--- config.mk ---
export PLATFORM = sky130hd
export DESIGN_NAME = phys_reg_free_list_flat
export DESIGN_NICKNAME = d
export VERILOG_FILES = /design/src/rtl/phys_reg_free_list_if.sv /design/src/rtl/phys_reg_free_list.sv /design/src/flat_wrapper.sv
export SDC_FILE = /design/constraint.sdc
export NUM_CORES = 1
export LEC_CHECK = 0
export BUFFER_PORTS_ARGS = -buffer_cell sky130_fd_sc_hd__buf_2
export CAP_MARGIN = 20
export CELL_PAD_IN_SITES_DETAIL_PLACEMENT = 1
export CELL_PAD_IN_SITES_GLOBAL_PLACEMENT = 1
export CORE_ASPECT_RATIO = 0.75
export CORE_UTILIZATION = 50
export DETAILED_ROUTE_END_ITERATION = 12
export GPL_TIMING_DRIVEN = 0
export PLACE_DENSITY_LB_ADDON = 0.1
export REMOVE_ABC_BUFFERS = 1
export SYNTH_ARGS = -nofsm -noshare
export SYNTH_HDL_FRONTEND = slang
export SYNTH_SLANG_ARGS = --single-unit
--- constraint.sdc ---
create_clock -name clk -period 13 [get_ports clk]
set_input_delay 0.65 -clock clk [delete_from_list [all_inputs] [get_ports clk]]
set_output_delay 0.65 -clock clk [all_outputs]
set_load 0.05 [all_outputs]
--- src/rtl/phys_reg_free_list_if.sv ---
// Rename/retire interface of the physical-register free list.
// The master is the rename/retire pipeline; the slave is the free list.
interface phys_reg_free_list_if #(
   parameter int NUM_ENTRIES = 64
);
   localparam int IDX_W = $clog2(NUM_ENTRIES);

   logic             alloc_req;
   logic             alloc_valid;
   logic [IDX_W-1:0] alloc_idx;
   logic             retire_valid;
   logic [IDX_W-1:0] retire_new_idx;
   logic [IDX_W-1:0] retire_old_idx;
   logic             flush;
   logic [IDX_W:0]   free_count;
   logic             double_free_err;

   modport master (
      output alloc_req, retire_valid, retire_new_idx, retire_old_idx, flush,
      input  alloc_valid, alloc_idx, free_count, double_free_err
   );

   modport slave (
      input  alloc_req, retire_valid, retire_new_idx, retire_old_idx, flush,
      output alloc_valid, alloc_idx, free_count, double_free_err
   );
endinterface

--- src/rtl/phys_reg_free_list.sv ---
// Physical-register free list: speculative and retired busy bitmaps, lowest-free
// allocation, reclaim at retire, and rollback to the retired map on flush.
module phys_reg_free_list #(
   parameter int NUM_ENTRIES  = 64,
   parameter int NUM_RESERVED = 32
) (
   input logic                clk,
   input logic                rst,
   phys_reg_free_list_if.slave bus
);
   localparam int IDX_W = $clog2(NUM_ENTRIES);
   localparam logic [NUM_ENTRIES-1:0] RESET_MAP =
      {NUM_ENTRIES{1'b1}} >> (NUM_ENTRIES - NUM_RESERVED);
   localparam logic [IDX_W:0] RESET_FREE = (IDX_W+1)'(NUM_ENTRIES - NUM_RESERVED);

   logic [NUM_ENTRIES-1:0] spec_busy, arch_busy;
   logic [NUM_ENTRIES-1:0] spec_next, arch_next;
   logic [IDX_W:0]         free_count, free_next, arch_free;
   logic                   double_free_err;
   logic [IDX_W-1:0]       first_free;
   logic                   alloc_fire, old_busy, release_ok, double_free;

   // Lowest-index free register; scanning downward lets the lowest hit win.
   // NOTE: every always_comb output gets a default first so no latch is inferred.
   always_comb begin
      first_free = '0;
      for (int i = NUM_ENTRIES - 1; i >= 0; i--) begin
         if (!spec_busy[i]) first_free = IDX_W'(i);
      end
   end

   assign bus.alloc_valid     = (free_count != '0) && !bus.flush;
   assign bus.alloc_idx       = first_free;
   assign bus.free_count      = free_count;
   assign bus.double_free_err = double_free_err;

   assign alloc_fire  = bus.alloc_req && bus.alloc_valid;
   assign old_busy    = spec_busy[bus.retire_old_idx];
   assign release_ok  = bus.retire_valid && old_busy &&
                        (bus.retire_new_idx != bus.retire_old_idx);
   assign double_free = bus.retire_valid && !old_busy;

   // Retired map; the new mapping is written last so new==old leaves it busy.
   always_comb begin
      arch_next = arch_busy;
      if (bus.retire_valid) begin
         arch_next[bus.retire_old_idx] = 1'b0;
         arch_next[bus.retire_new_idx] = 1'b1;
      end
      arch_free = '0;
      for (int i = 0; i < NUM_ENTRIES; i++) begin
         arch_free = arch_free + {{IDX_W{1'b0}}, ~arch_next[i]};
      end
   end

   always_comb begin
      spec_next = spec_busy;
      free_next = free_count;
      if (bus.flush) begin
         spec_next = arch_next;
         free_next = arch_free;
      end else begin
         if (alloc_fire) spec_next[first_free] = 1'b1;
         if (release_ok) spec_next[bus.retire_old_idx] = 1'b0;
         free_next = free_count - {{IDX_W{1'b0}}, alloc_fire}
                                + {{IDX_W{1'b0}}, release_ok};
      end
   end

   // NOTE: state registers use non-blocking assignments so every flop samples
   // the pre-edge values of the others, regardless of statement order.
   always_ff @(posedge clk) begin
      if (rst) begin
         // NOTE: the bitmaps are plain flops, not RAM, so they can and must be
         // reset to the initial architectural mapping.
         spec_busy       <= RESET_MAP;
         arch_busy       <= RESET_MAP;
         free_count      <= RESET_FREE;
         double_free_err <= 1'b0;
      end else begin
         spec_busy       <= spec_next;
         arch_busy       <= arch_next;
         free_count      <= free_next;
         double_free_err <= double_free_err | double_free;
      end
   end
endmodule

--- src/flat_wrapper.sv ---
// flat-port wrapper written by rule: the top's interface ports become plain ports
module phys_reg_free_list_flat 
#(
   parameter int NUM_ENTRIES  = 64,
   parameter int NUM_RESERVED = 32
)
  (clk, rst, bus_alloc_req, bus_retire_valid, bus_retire_new_idx, bus_retire_old_idx, bus_flush, bus_alloc_valid, bus_alloc_idx, bus_free_count, bus_double_free_err);
  phys_reg_free_list_if #(.NUM_ENTRIES(NUM_ENTRIES)) bus_i ();
  input logic clk;
  input logic rst;
  input wire logic [$bits(bus_i.alloc_req)-1:0] bus_alloc_req;
  input wire logic [$bits(bus_i.retire_valid)-1:0] bus_retire_valid;
  input wire logic [$bits(bus_i.retire_new_idx)-1:0] bus_retire_new_idx;
  input wire logic [$bits(bus_i.retire_old_idx)-1:0] bus_retire_old_idx;
  input wire logic [$bits(bus_i.flush)-1:0] bus_flush;
  output wire logic [$bits(bus_i.alloc_valid)-1:0] bus_alloc_valid;
  output wire logic [$bits(bus_i.alloc_idx)-1:0] bus_alloc_idx;
  output wire logic [$bits(bus_i.free_count)-1:0] bus_free_count;
  output wire logic [$bits(bus_i.double_free_err)-1:0] bus_double_free_err;
  assign bus_i.alloc_req = bus_alloc_req;
  assign bus_i.retire_valid = bus_retire_valid;
  assign bus_i.retire_new_idx = bus_retire_new_idx;
  assign bus_i.retire_old_idx = bus_retire_old_idx;
  assign bus_i.flush = bus_flush;
  assign bus_alloc_valid = bus_i.alloc_valid;
  assign bus_alloc_idx = bus_i.alloc_idx;
  assign bus_free_count = bus_i.free_count;
  assign bus_double_free_err = bus_i.double_free_err;
  phys_reg_free_list #(.NUM_ENTRIES(NUM_ENTRIES), .NUM_RESERVED(NUM_RESERVED)) u_core (.clk(clk), .rst(rst), .bus(bus_i));
endmodule
Yosys cells after proc, flatten, opt, wreduce, memory -nomap -nowiden
Cells that the tools add are included.
{"block": "word_totals", "register_bits": 136, "latch_bits": 0, "ramBits": 0, "rom_bits": 0, "input_bits": 17, "output_inout_bits": 15, "mem_count": 0}
{"block": "op_classes", "add_sub_neg": 65, "mul": 0, "div": 0, "magnitude_cmp": 6, "eq_ne": 1, "shift": 0, "n_mux": 78, "bitwise": 70, "n_reduce_logical": 11}
{"cell": "adder 7 x 1 -> 7 bit", "count": 63}
{"cell": "2-to-1 mux 6 bit", "count": 64}
{"cell": "2-to-1 mux 64 bit", "count": 5}
{"cell": "bitwise AND 64 bit", "count": 2}
{"cell": "bitwise OR 64 bit", "count": 2}
{"cell": "NOT 1 bit", "count": 64}
{"cell": "NOT 64 bit", "count": 1}
{"cell": "less-than comparator 6 x 7 -> 1 bit (second input constant)", "count": 3}
{"cell": "demux 1 bit (select 6 bit)", "count": 3}
{"cell": "greater-or-equal comparator 6 x 1 -> 1 bit (second input constant)", "count": 3}
{"cell": "logical AND 1 bit", "count": 8}
{"cell": "2-to-1 mux 7 bit", "count": 1}
{"cell": "nonzero test 7 bit", "count": 1}
{"cell": "subtractor 7 x 1 -> 7 bit", "count": 1}
{"cell": "binary-select mux 1 bit (select 6 bit)", "count": 1}
{"cell": "!= test 6 bit", "count": 1}
{"cell": "2-to-1 mux 1 bit", "count": 4}
{"cell": "adder 1 x 1 -> 2 bit", "count": 1}
{"cell": "logical NOT 1 bit", "count": 2}
{"cell": "bitwise OR 1 bit", "count": 1}

Logic depth before layout (Yosys ltp)
Gate-level depths: netlist (run 1).
{"block": "depth", "depth_word": 74, "mapped_depth": 29, "depth_no_buf": 27}

Least setup slack after synthesis (run 1)
No wires, ideal clock.
{"block": "synth_path", "kind": "input to register", "start": "input bus_retire_old_idx[3]", "end": "register u_core.free_count[4], in the netlist u_core.bus.free_count[4]", "setup_time_ns": 0.126, "t_arrival_ns": 7.658, "path_slack_ns": 5.216, "stages": 27, "path_buffers": 3, "path_cell_list": "clkbuf_1 -> or3_1 -> buf_2 -> or2_2 -> clkbuf_1 -> o21ai_0 -> o21ai_0 -> inv_1 -> ha_1 -> inv_1 -> fa_1 -> fa_1 -> fa_1 -> fa_1 -> fa_1 -> fa_1 -> fa_1 -> fa_1 -> inv_1 -> fa_1 -> fa_1 -> a21o_1 -> a21oi_1 -> xnor2_1 -> nand2_1 -> o21ai_0 -> nor2b_1"}
{"block": "synth_via", "elab_chain_cells": 73, "word_cells_on_any_way": 143}
{"item": "start: declaration", "line_no": "flat_wrapper.sv:14", "rtl": "input wire logic [$bits(bus_i.retire_old_idx)-1:0] bus_retire_old_idx;"}
{"item": "less-than comparator 6 x 7 -> 1 bit (not written as such) or greater-or-equal comparator 6 x 1 -> 1 bit (tied branches)", "line_no": "phys_reg_free_list.sv:47", "rtl": "arch_next[bus.retire_old_idx] = 1'b0;"}
{"item": "logical AND 1 bit (not written as such)", "line_no": "phys_reg_free_list.sv:47"}
{"item": "2-to-1 mux 1 bit (not written as such)", "line_no": "phys_reg_free_list.sv:47"}
{"item": "demux 1 bit (select 6 bit)"}
{"item": "NOT 64 bit (no line)"}
{"item": "bitwise AND 64 bit (no line)"}
{"item": "bitwise OR 64 bit (no line)"}
{"item": "2-to-1 mux 64 bit", "line_no": "phys_reg_free_list.sv:46", "rtl": "if (bus.retire_valid) begin"}
{"item": "NOT 1 bit", "line_no": "phys_reg_free_list.sv:52", "rtl": "arch_free = arch_free + {{IDX_W{1'b0}}, ~arch_next[i]};"}
{"item": "adder 1 x 1 -> 2 bit", "line_no": "phys_reg_free_list.sv:52"}
{"item": "adder 7 x 1 -> 7 bit (62 in series)", "line_no": "phys_reg_free_list.sv:52"}
{"item": "2-to-1 mux 7 bit (*)", "line_no": "phys_reg_free_list.sv:59", "rtl": "if (bus.flush) begin"}
{"item": "end signal: assignment", "line_no": "phys_reg_free_list.sv:83", "rtl": "free_count <= free_next;"}
{"item": "end: declaration", "line_no": "phys_reg_free_list.sv:18", "rtl": "logic [IDX_W:0] free_count, free_next, arch_free;"}
Mark *: on every way between the ends. The rest lies on a longest branch, timed or not. The select of a mux whose other input is x is not followed.
A chain may end at the register's enable or synchronous reset.

Worst setup path in the final report (run 1)
{"block": "layout_path", "start": "input bus_retire_old_idx[0]", "end": "register u_core.free_count[4], in the netlist u_core.bus.free_count[4]"}
The elaborated chain is that of the path after synthesis.

==> results of run 1 <==
-- per-stage QoR --
step,util,hold WS [ns],power (W),cell area [um2]
5_1_grt,0.554,0.506,0.00167,10700
3_5_place_dp,0.522,0.471,0.00106,10100
6_report,0.554,0.477,0.00160,10700
2_1_floorplan,-,0.461,0.000882,9510
4_1_cts,0.554,0.486,0.00159,10700
3_3_place_gp,0.515,0.445,0.00103,9980
-- cells in the mapped netlist, drive strengths merged (5+ instances only) --
cell type  number
nand2          86
o211ai          5
nor4            7
buf            25
o21a            8
clkbuf         63
a221oi         11
a21o            8
nor2b          16
and3           11
o31ai          41
nand3          18
dfxtp         136
a41oi           9
o41ai          21
inv           116
nor3           49
nor2           78
o21ai         102
a21oi          72
or2            38
mux2            7
a22oi          17
xnor2           8
mux4            6
nand3b          5
a211oi          6
fa             55
nand4          25
nand2b         10
and2            5
o22ai          33
a31oi          56
ha             25
xor2            7
-- worst max-delay path, delay by kind of cell --
family | cells | cell delay [ns]
adders and majority gates | 11 | 5.16
AOI/OAI and AO/OA | 5 | 0.94
buffers and inverters | 5 | 1.36
xor gates and xnor gates | 1 | 0.11
and+or+nand+nor | 3 | 1.03
-- power groups by stage --
stage / sequential, W / clock [W] / combinational (W)
global route: 0.000457 / 0.000542 / 0.000676
floorplan: 0.000485 / 0 / 0.000397
detailed placement: 0.000463 / 0 / 0.000601
CTS: 0.000454 / 0.000522 / 0.000609
finish: 0.000455 / 0.000527 / 0.000623
global placement: 0.000462 / 0 / 0.000571
-- routing by layer --
layer / vias up / global-route usage / routed length, um
met3: 138 / 0.108 / 4660
met5: - / 0 / 59
met1: 5064 / 0.561 / 16700
met2: 668 / 0.610 / 17500
met4: 2 / 0.163 / 1620
li1: 4391 / - / -
-- state kept, by name, indices dropped and copies added, names as in the netlist --
register,flops
u_core.spec_busy,64
u_core.arch_busy,64
u_core.bus.double_free_err,1
u_core.bus.free_count,7
-- cell families after synthesis --
family / synth area share
AO/OA/AOI/OAI: 0.276
XOR/XNOR: 0.0133
adder cells (fa/ha/maj): 0.143
buffers and inverters: 0.0848
flip-flops: 0.275
multiplexers: 0.0244
AND/OR/NAND/NOR: 0.184
-- worst max path at each step --
stage	startpoint	to	cells past startpoint
6_report	bus_retire_old_idx[0]	u_core.bus.free_count[4]	25
5_1_grt	bus_retire_old_idx[0]	u_core.bus.free_count[6]	24
4_1_cts	bus_retire_old_idx[0]	u_core.bus.free_count[4]	25
3_5_place_dp	bus_retire_old_idx[0]	u_core.bus.free_count[4]	25
3_3_place_gp	bus_retire_old_idx[2]	u_core.bus.free_count[4]	24
2_1_floorplan	bus_retire_old_idx[3]	u_core.bus.free_count[4]	24
-- area by class of cell --
class                           instances  area, um2  area share
Antenna cell                            1       2.50    0.000233
Clock buffer                           18        439      0.0409
Clock inverter                         13        179      0.0167
Inverter                              117        439      0.0409
Multi-Input combinational cell        892       6380       0.594
Sequential cell                       136       2720       0.254
Tap cell                              253        317      0.0295
Timing Repair Buffer                   37        258      0.0240
==> run metrics, run 1 <==
FF-to-FF End u_core.bus.free_count[4]; Yosys top cell area share 0.275; post-synthesis sequential area ratio 0.275; core box area 19400 um2; Vias/cell 7.00; Psw 0.000615 W; Synth cell types 72; die area 20400 um2; drt pass-1 iters 7; fin crit share 0.688; non-filler cells, final 1467; Crit path top cell by count fa_1; Routed Antenna Nets 0; clk buf depth 2; CP Capture Type flop; H-tree levels 4; CTS tree built; fin nets 1298; CTS resizes 0; Final setup violation count 0; dpl cells 1434; GP Congestion 0.973; DRT iter0 DRCs 1508; Final Critical Period 8.95 ns; Global Route Usage Sum 0.409; Logic pwr share 0.388; Sink Count 136; status completed; port bufs 31; slowest CP cell nand2_1; Place WS 3.84 ns; Fin Clk Skew 0.0115 ns; DRC violations left 0; Worst Path Max Fanout 27; Clk pin slew, worst setup/hold paths 0.07 ns; Layout fillers 2358; P_int 0.000989 W; synthesized instance count 1233; number of I/O pins 32; hold_buf cts 0; area leader, netlist dfxtp_1; EDFF count, synth 0; worst min-delay path class reg -> reg; hold path depth 2; largest net degree at the start of global routing 98; CTS Buf Count 17; Synth Register Bits 136; VDD IR max 0.105 mV; most common cell after layout, fill and taps aside dfxtp_1; Final Max Tran Viols 0; share of cells above drive strength 1 0.111; Ys Warns 0; setup TNS after final layout 0 ns; DPL Wire Length 29200 um; Net Sw Frac 0.384; static leakage 4.29 nW; fmax 112 MHz; final hold violations 0; flop-to-flop setup slack 6.02 ns; commonest cells after routing, fill and taps aside dfxtp_1 (136), inv_1 (116), o21ai_0 (100); PD cells 149 nW/um2; relative slew slack 0.256; Post-synth top flop dfxtp_1; Vias 10300; Setup crit start kind input port; CP Class in -> reg; min-delay src u_core.bus.double_free_err; Post-CTS Setup Bufs 0; Max-Cap Viols 0; first-pass GRT wire length 60600 um; Avg WL per Cell 27.7 um; Clock power frac 0.328; Req. time, crit path 13.31 ns; top cells by area, synth dfxtp_1 (27%), fa_1 (11%), o21ai_0 (5.1%), inv_1 (4.4%), a21oi_1 (3.6%); Die W 165 um; vias in the first global route 9713; Crit path largest cell delay 0.80 ns; Starting Density 0.511; Syn Std Cell Area 9910 um2; R2R cell count 22; Worst Hold End u_core.bus.double_free_err; Async SR Flop Fraction 0; CTS root buffer clkbuf_16; reg2reg start u_core.arch_busy[1]; Die H 124 um; initial antenna violation count 1; row cnt 44; Final WS setup 4.05 ns; total gr overflow 0; share of power burned in registers 0.283; RSZ-0062 raised after global routing no; Slew @ Worst Pin 1.12 ns; Mapped Avg Cell Area 8.04 um2; Clk Latency, worst-skew pair 0.43 ns; CP arrival 9.26 ns; total wire length 40600 um; area grow syn2layout 8.32%
No activity file was read; power rests on OpenSTA's default activity.
==> run 2: changes to the inputs <==
--- a/config.mk
+++ b/config.mk
@@ -10,7 +10,7 @@
 export CELL_PAD_IN_SITES_DETAIL_PLACEMENT = 1
 export CELL_PAD_IN_SITES_GLOBAL_PLACEMENT = 1
 export CORE_ASPECT_RATIO = 0.75
-export CORE_UTILIZATION = 50
+export CORE_UTILIZATION = 43
 export DETAILED_ROUTE_END_ITERATION = 12
 export GPL_TIMING_DRIVEN = 0
 export PLACE_DENSITY_LB_ADDON = 0.1
==> constraint.sdc (replaced) <==
create_clock -name clk -period 7.7 [get_ports clk]
set_input_delay 0.385 -clock clk [delete_from_list [all_inputs] [get_ports clk]]
set_output_delay 0.385 -clock clk [all_outputs]
set_load 0.05 [all_outputs]
==> run 2 against run 1 <==
  * Critical endpoint unchanged
  * Flip-flop and latch count unchanged
  * Sequential power grew 69%
  * Clock skew shrank 0.0011 ns
==> run metrics, run 2 (synthesis results as in run 1) <==
Final Critical Period 7.54 ns; Routed Antenna Nets 0; row cnt 47; CP Class in -> reg; port bufs 31; hold path depth 2; drt pass-1 iters 5; Vias 9976; Setup crit start kind input port; worst min-delay path class in -> reg; fin nets 1301; fin crit share 0.979; DPL Wire Length 29900 um; Die H 133 um; CP arrival 7.85 ns; setup TNS after final layout 0 ns; CTS tree built; share of cells above drive strength 1 0.137; Top Registers u_core.arch_busy (64), u_core.spec_busy (64), u_core.bus.free_count (7); status completed; Clk pin slew, worst setup/hold paths 0.06 ns; DRT iter0 DRCs 1194; Sink Count 136; area grow syn2layout 11.4%; Starting Density 0.443; CP Capture Type flop; initial antenna violation count 0; hold_buf cts 0; Req. time, crit path 8.01 ns; GP Congestion 0.925; CTS root buffer clkbuf_16; Place WS -1.19 ns; Crit path largest cell delay 0.57 ns; Global Route Usage Sum 0.357; placed inst area 10200 um2; Clk Latency, worst-skew pair 0.44 ns; Fin Clk Skew 0.0103 ns; static leakage 4.38 nW; Die W 177 um; Layout fillers 2688; Final Cell Area 11000 um2; fmax 133 MHz; Worst Path Max Fanout 31; sequence of cells on the critical path buf_6, nor2b_1, nand2_2, o31ai_1, o21ai_0, fa_1, fa_1, inv_1, fa_1, inv_1, fa_1, fa_1, fa_1, fa_1, inv_1, fa_1, fa_1, a21o_1, a21oi_2, xnor2_1, nand2_1, o21ai_0, nor2b_1; H-tree levels 4; Slew @ Worst Pin 1.03 ns; Final setup violation count 0; CTS Buf Count 17; n_diodes 0; R2R cell count 22; most common cell after layout, fill and taps aside dfxtp_1; vias in the first global route 9788; Crit path top cell by count fa_1; Final Max Tran Viols 0; total wire length 41100 um; number of I/O pins 32; slowest CP cell nor2b_1; PD cells 248 nW/um2; VDD IR max 0.190 mV; Avg WL per Cell 27.2 um; die area 23700 um2; core box area 22300 um2; Max-Cap Viols 0; largest net degree at the start of global routing 97; clk buf depth 2; first-pass GRT wire length 62200 um; DRC violations left 0; Vias/cell 6.60; total gr overflow 0; relative slew slack 0.308; final hold violations 0; Final WS setup 0.164 ns; commonest cells after routing, fill and taps aside dfxtp_1 (136), inv_1 (115), o21ai_0 (96)
==> run 2: worst max-delay path: cells and delay by family <==
family | cells | cell delay (ns)
adders and majority gates | 9 | 4.34
and+or+nand+nor | 4 | 1.30
AOI/OAI and AO/OA | 5 | 1.20
xor gates and xnor gates | 1 | 0.08
buffers and inverters | 4 | 0.49
==> run 2: stage by stage <==
stage / total power, W / utilization / hold WS (ns) / std cells
6_report: 0.00274 / 0.494 / 0.245 / 1511
5_1_grt: 0.00289 / 0.494 / 0.249 / 1511
2_1_floorplan: 0.00149 / - / 0.457 / 1145
3_3_place_gp: 0.00176 / 0.449 / 0.453 / 1470
4_1_cts: 0.00271 / 0.487 / 0.236 / 1508
3_5_place_dp: 0.00181 / 0.456 / 0.487 / 1476
==> run 2: report_power, final <==
group	total (W)	internal (W)	switching, W
combinational	0.00108	0.000404	0.000672
clock	0.000898	0.000561	0.000338
sequential	0.000767	0.000732	0.0000355
==> run 2: path summary, 6_finish.rpt <==
path / from / end / slack [ns]
worst max-delay path: bus_retire_old_idx[1] / u_core.bus.free_count[4] / 0.16
worst min-delay path: rst / u_core.arch_busy[61] / 0.25
worst max register to register: u_core.arch_busy[0] / u_core.bus.free_count[4] / 0.93
worst min register to register: u_core.bus.double_free_err / u_core.bus.double_free_err / 0.50
==> run 2: area by class of cell <==
cell class                      instances  area, um2  share of cell area
Multi-Input combinational cell        892       6550               0.593
Sequential cell                       136       2720               0.247
Clock buffer                           25        515              0.0467
Inverter                              117        445              0.0403
Tap cell                              294        368              0.0333
Timing Repair Buffer                   40        327              0.0296
Clock inverter                          7        113              0.0102
==> run 2: layer usage <==
metal / GRT usage / wire length, um
met2: 0.510 / 17500
met5: 0 / 0
met3: 0.0853 / 3790
met4: 0.108 / 1050
met1: 0.527 / 18800
==> run 2: what timing repair did <==
action                                  in CTS  in global routing
endpoints found under the setup margin       6                  3
setup buffers                                0                  2
resized for setup                           22                 30
hold endpoints to repair                     0                  0
pin swaps                                    0                  1
==> run 3: changes to the inputs <==
--- a/config.mk
+++ b/config.mk
@@ -5,14 +5,13 @@
 export SDC_FILE = /design/constraint.sdc
 export NUM_CORES = 1
 export LEC_CHECK = 0
-export BUFFER_PORTS_ARGS = -buffer_cell sky130_fd_sc_hd__buf_2
+export BUFFER_PORTS_ARGS = -buffer_cell sky130_fd_sc_hd__buf_4
 export CAP_MARGIN = 20
 export CELL_PAD_IN_SITES_DETAIL_PLACEMENT = 1
 export CELL_PAD_IN_SITES_GLOBAL_PLACEMENT = 1
 export CORE_ASPECT_RATIO = 0.75
 export CORE_UTILIZATION = 43
 export DETAILED_ROUTE_END_ITERATION = 12
-export GPL_TIMING_DRIVEN = 0
 export PLACE_DENSITY_LB_ADDON = 0.1
 export REMOVE_ABC_BUFFERS = 1
 export SYNTH_ARGS = -nofsm -noshare
==> run 3 against run 2 <==
  * Clock-buffer cell count down 8
  * Design area up 2.7%
  * Critical endpoint unchanged
  * Power down 0.18%
  * Sequential power about the same
  * Critical path type unchanged
  * Largest power group unchanged
  * Sequential share of layout area down 0.65 points
  * Flip-flop and latch count unchanged
  * Fmax up 4.8%
  * Hold slack better by 0.014 ns
  * Critical path depth up 3
==> run metrics, run 3 (synthesis results as in run 1) <==
status completed; fmax 139 MHz; Worst Path Max Fanout 8; Global Route Usage Sum 0.373; core box area 22300 um2; Sink Count 136; Req. time, crit path 8.03 ns; CTS root buffer clkbuf_16; Die W 177 um; Top Registers u_core.arch_busy (64), u_core.spec_busy (64), u_core.bus.free_count (7); largest net degree at the start of global routing 84; CTS tree built; first-pass GRT wire length 64500 um; Slew @ Worst Pin 1.18 ns; Vias 10400; drt pass-1 iters 5; initial antenna violation count 0; number of I/O pins 32; Final Max Tran Viols 0; final hold violations 0; worst min-delay path class in -> reg; Clk pin slew, worst setup/hold paths 0.06 ns; final core utilization 0.507; Setup crit start kind input port; Fin Clk Skew 0.00789 ns; fin nets 1367; Clk Latency, worst-skew pair 0.45 ns; Final WS setup 0.509 ns; CP Capture Type flop; area grow syn2layout 14.4%; CP arrival 7.52 ns; clk buf depth 2; DRT iter0 DRCs 1197; Starting Density 0.443; Die H 133 um; commonest cells after routing, fill and taps aside dfxtp_1 (136), inv_1 (116), buf_4 (103); CP Class in -> reg; port bufs 31; final hold slack 0.259 ns; Routed Antenna Nets 0; Place WS 0.104 ns; RSZ-0062 raised after global routing no; CTS Buf Count 17; DRC violations left 0; GP Congestion 0.950; PD cells 241 nW/um2; static leakage 4.61 nW; share of cells above drive strength 1 0.158; Max-Cap Viols 0; n_diodes 0; Post-CTS Setup Bufs 0; CTS resizes 0; setup TNS after final layout 0 ns; Final setup violation count 0; relative slew slack 0.204; total gr overflow 0; slowest CP cell fa_1; most common cell after layout, fill and taps aside dfxtp_1; die area 23700 um2; DPL Wire Length 32600 um; Crit path top cell by count fa_1; row cnt 47; total wire length 42800 um; hold_buf cts 0; vias in the first global route 10200; VDD IR max 0.167 mV; Final Critical Period 7.19 ns; Crit path largest cell delay 0.60 ns; fin crit share 0.934; Vias/cell 6.60; Avg WL per Cell 27.2 um; H-tree levels 4; Layout fillers 2728
run 3: cell count changes in the layout (fill, tap and decap cells not counted), moves of 4 or more:
cell / delta
buf_4: +98
buf_2: -25
clkbuf_8: -6
a22oi_1: +5
a22oi_2: -5
nand2_1: +5
nor3_1: +5
nor2_1: +4
o21ai_0: +4
o21ai_1: -4
run 3: final timing paths:
kind	startpoint	end	slack, ns	cells after the start
hold reg to reg	u_core.bus.double_free_err	u_core.bus.double_free_err	0.48	2
hold / removal	bus_retire_valid	u_core.bus.double_free_err	0.26	3
setup / recovery	bus_retire_old_idx[3]	u_core.bus.free_count[4]	0.51	26
setup reg to reg	u_core.arch_busy[0]	u_core.bus.free_count[4]	1.12	22
run 3: final cells by class:
cell class / instances / area, um2 / area share
Multi-Input combinational cell: 892 / 6360 / 0.561
Sequential cell: 136 / 2720 / 0.240
Timing Repair Buffer: 106 / 821 / 0.0724
Inverter: 117 / 439 / 0.0387
Clock buffer: 17 / 425 / 0.0375
Tap cell: 294 / 368 / 0.0325
Clock inverter: 15 / 201 / 0.0178
run 3: where the power goes:
| part | switching, W | total, W | internal (W) | leakage, nW |
|---|---|---|---|---|
| Combinational | 0.000648 | 0.00107 | 0.000418 | 3.20 |
| Sequential | 0.0000369 | 0.000769 | 0.000732 | 1.11 |
| Clock | 0.000359 | 0.000902 | 0.000543 | 0.300 |
| Total | 0.00104 | 0.00274 | 0.00169 | 4.61 |
run 3: critical path, delay by kind of cell:
kind	cells	cell delay, ns
buffers and inverters	5	0.54
AND/OR/NAND/NOR	5	0.81
AO/OA/AOI/OAI	5	0.89
adder cells (fa/ha/maj)	10	4.82
XOR/XNOR	1	0.09
run 3: per-layer routing:
| layer | GRT usage | part of all wire | vias up |
|---|---|---|---|
| met3 | 0.0979 | 0.094 | 85 |
| met5 | 0 | 0 | - |
| met4 | 0.145 | 0.033 | 0 |
| li1 | - | - | 4539 |
| met1 | 0.536 | 0.46 | 5274 |
| met2 | 0.529 | 0.42 | 504 |
run 3: per-stage QoR:
step,total power [W],instances,instance area [um2]
after detailed placement,0.00183,1544,10700
after floorplan,0.00149,1145,9510
after CTS,0.00273,1576,11300
after global routing,0.00288,1577,11300
after global placement,0.00180,1544,10700
final,0.00274,1577,11300
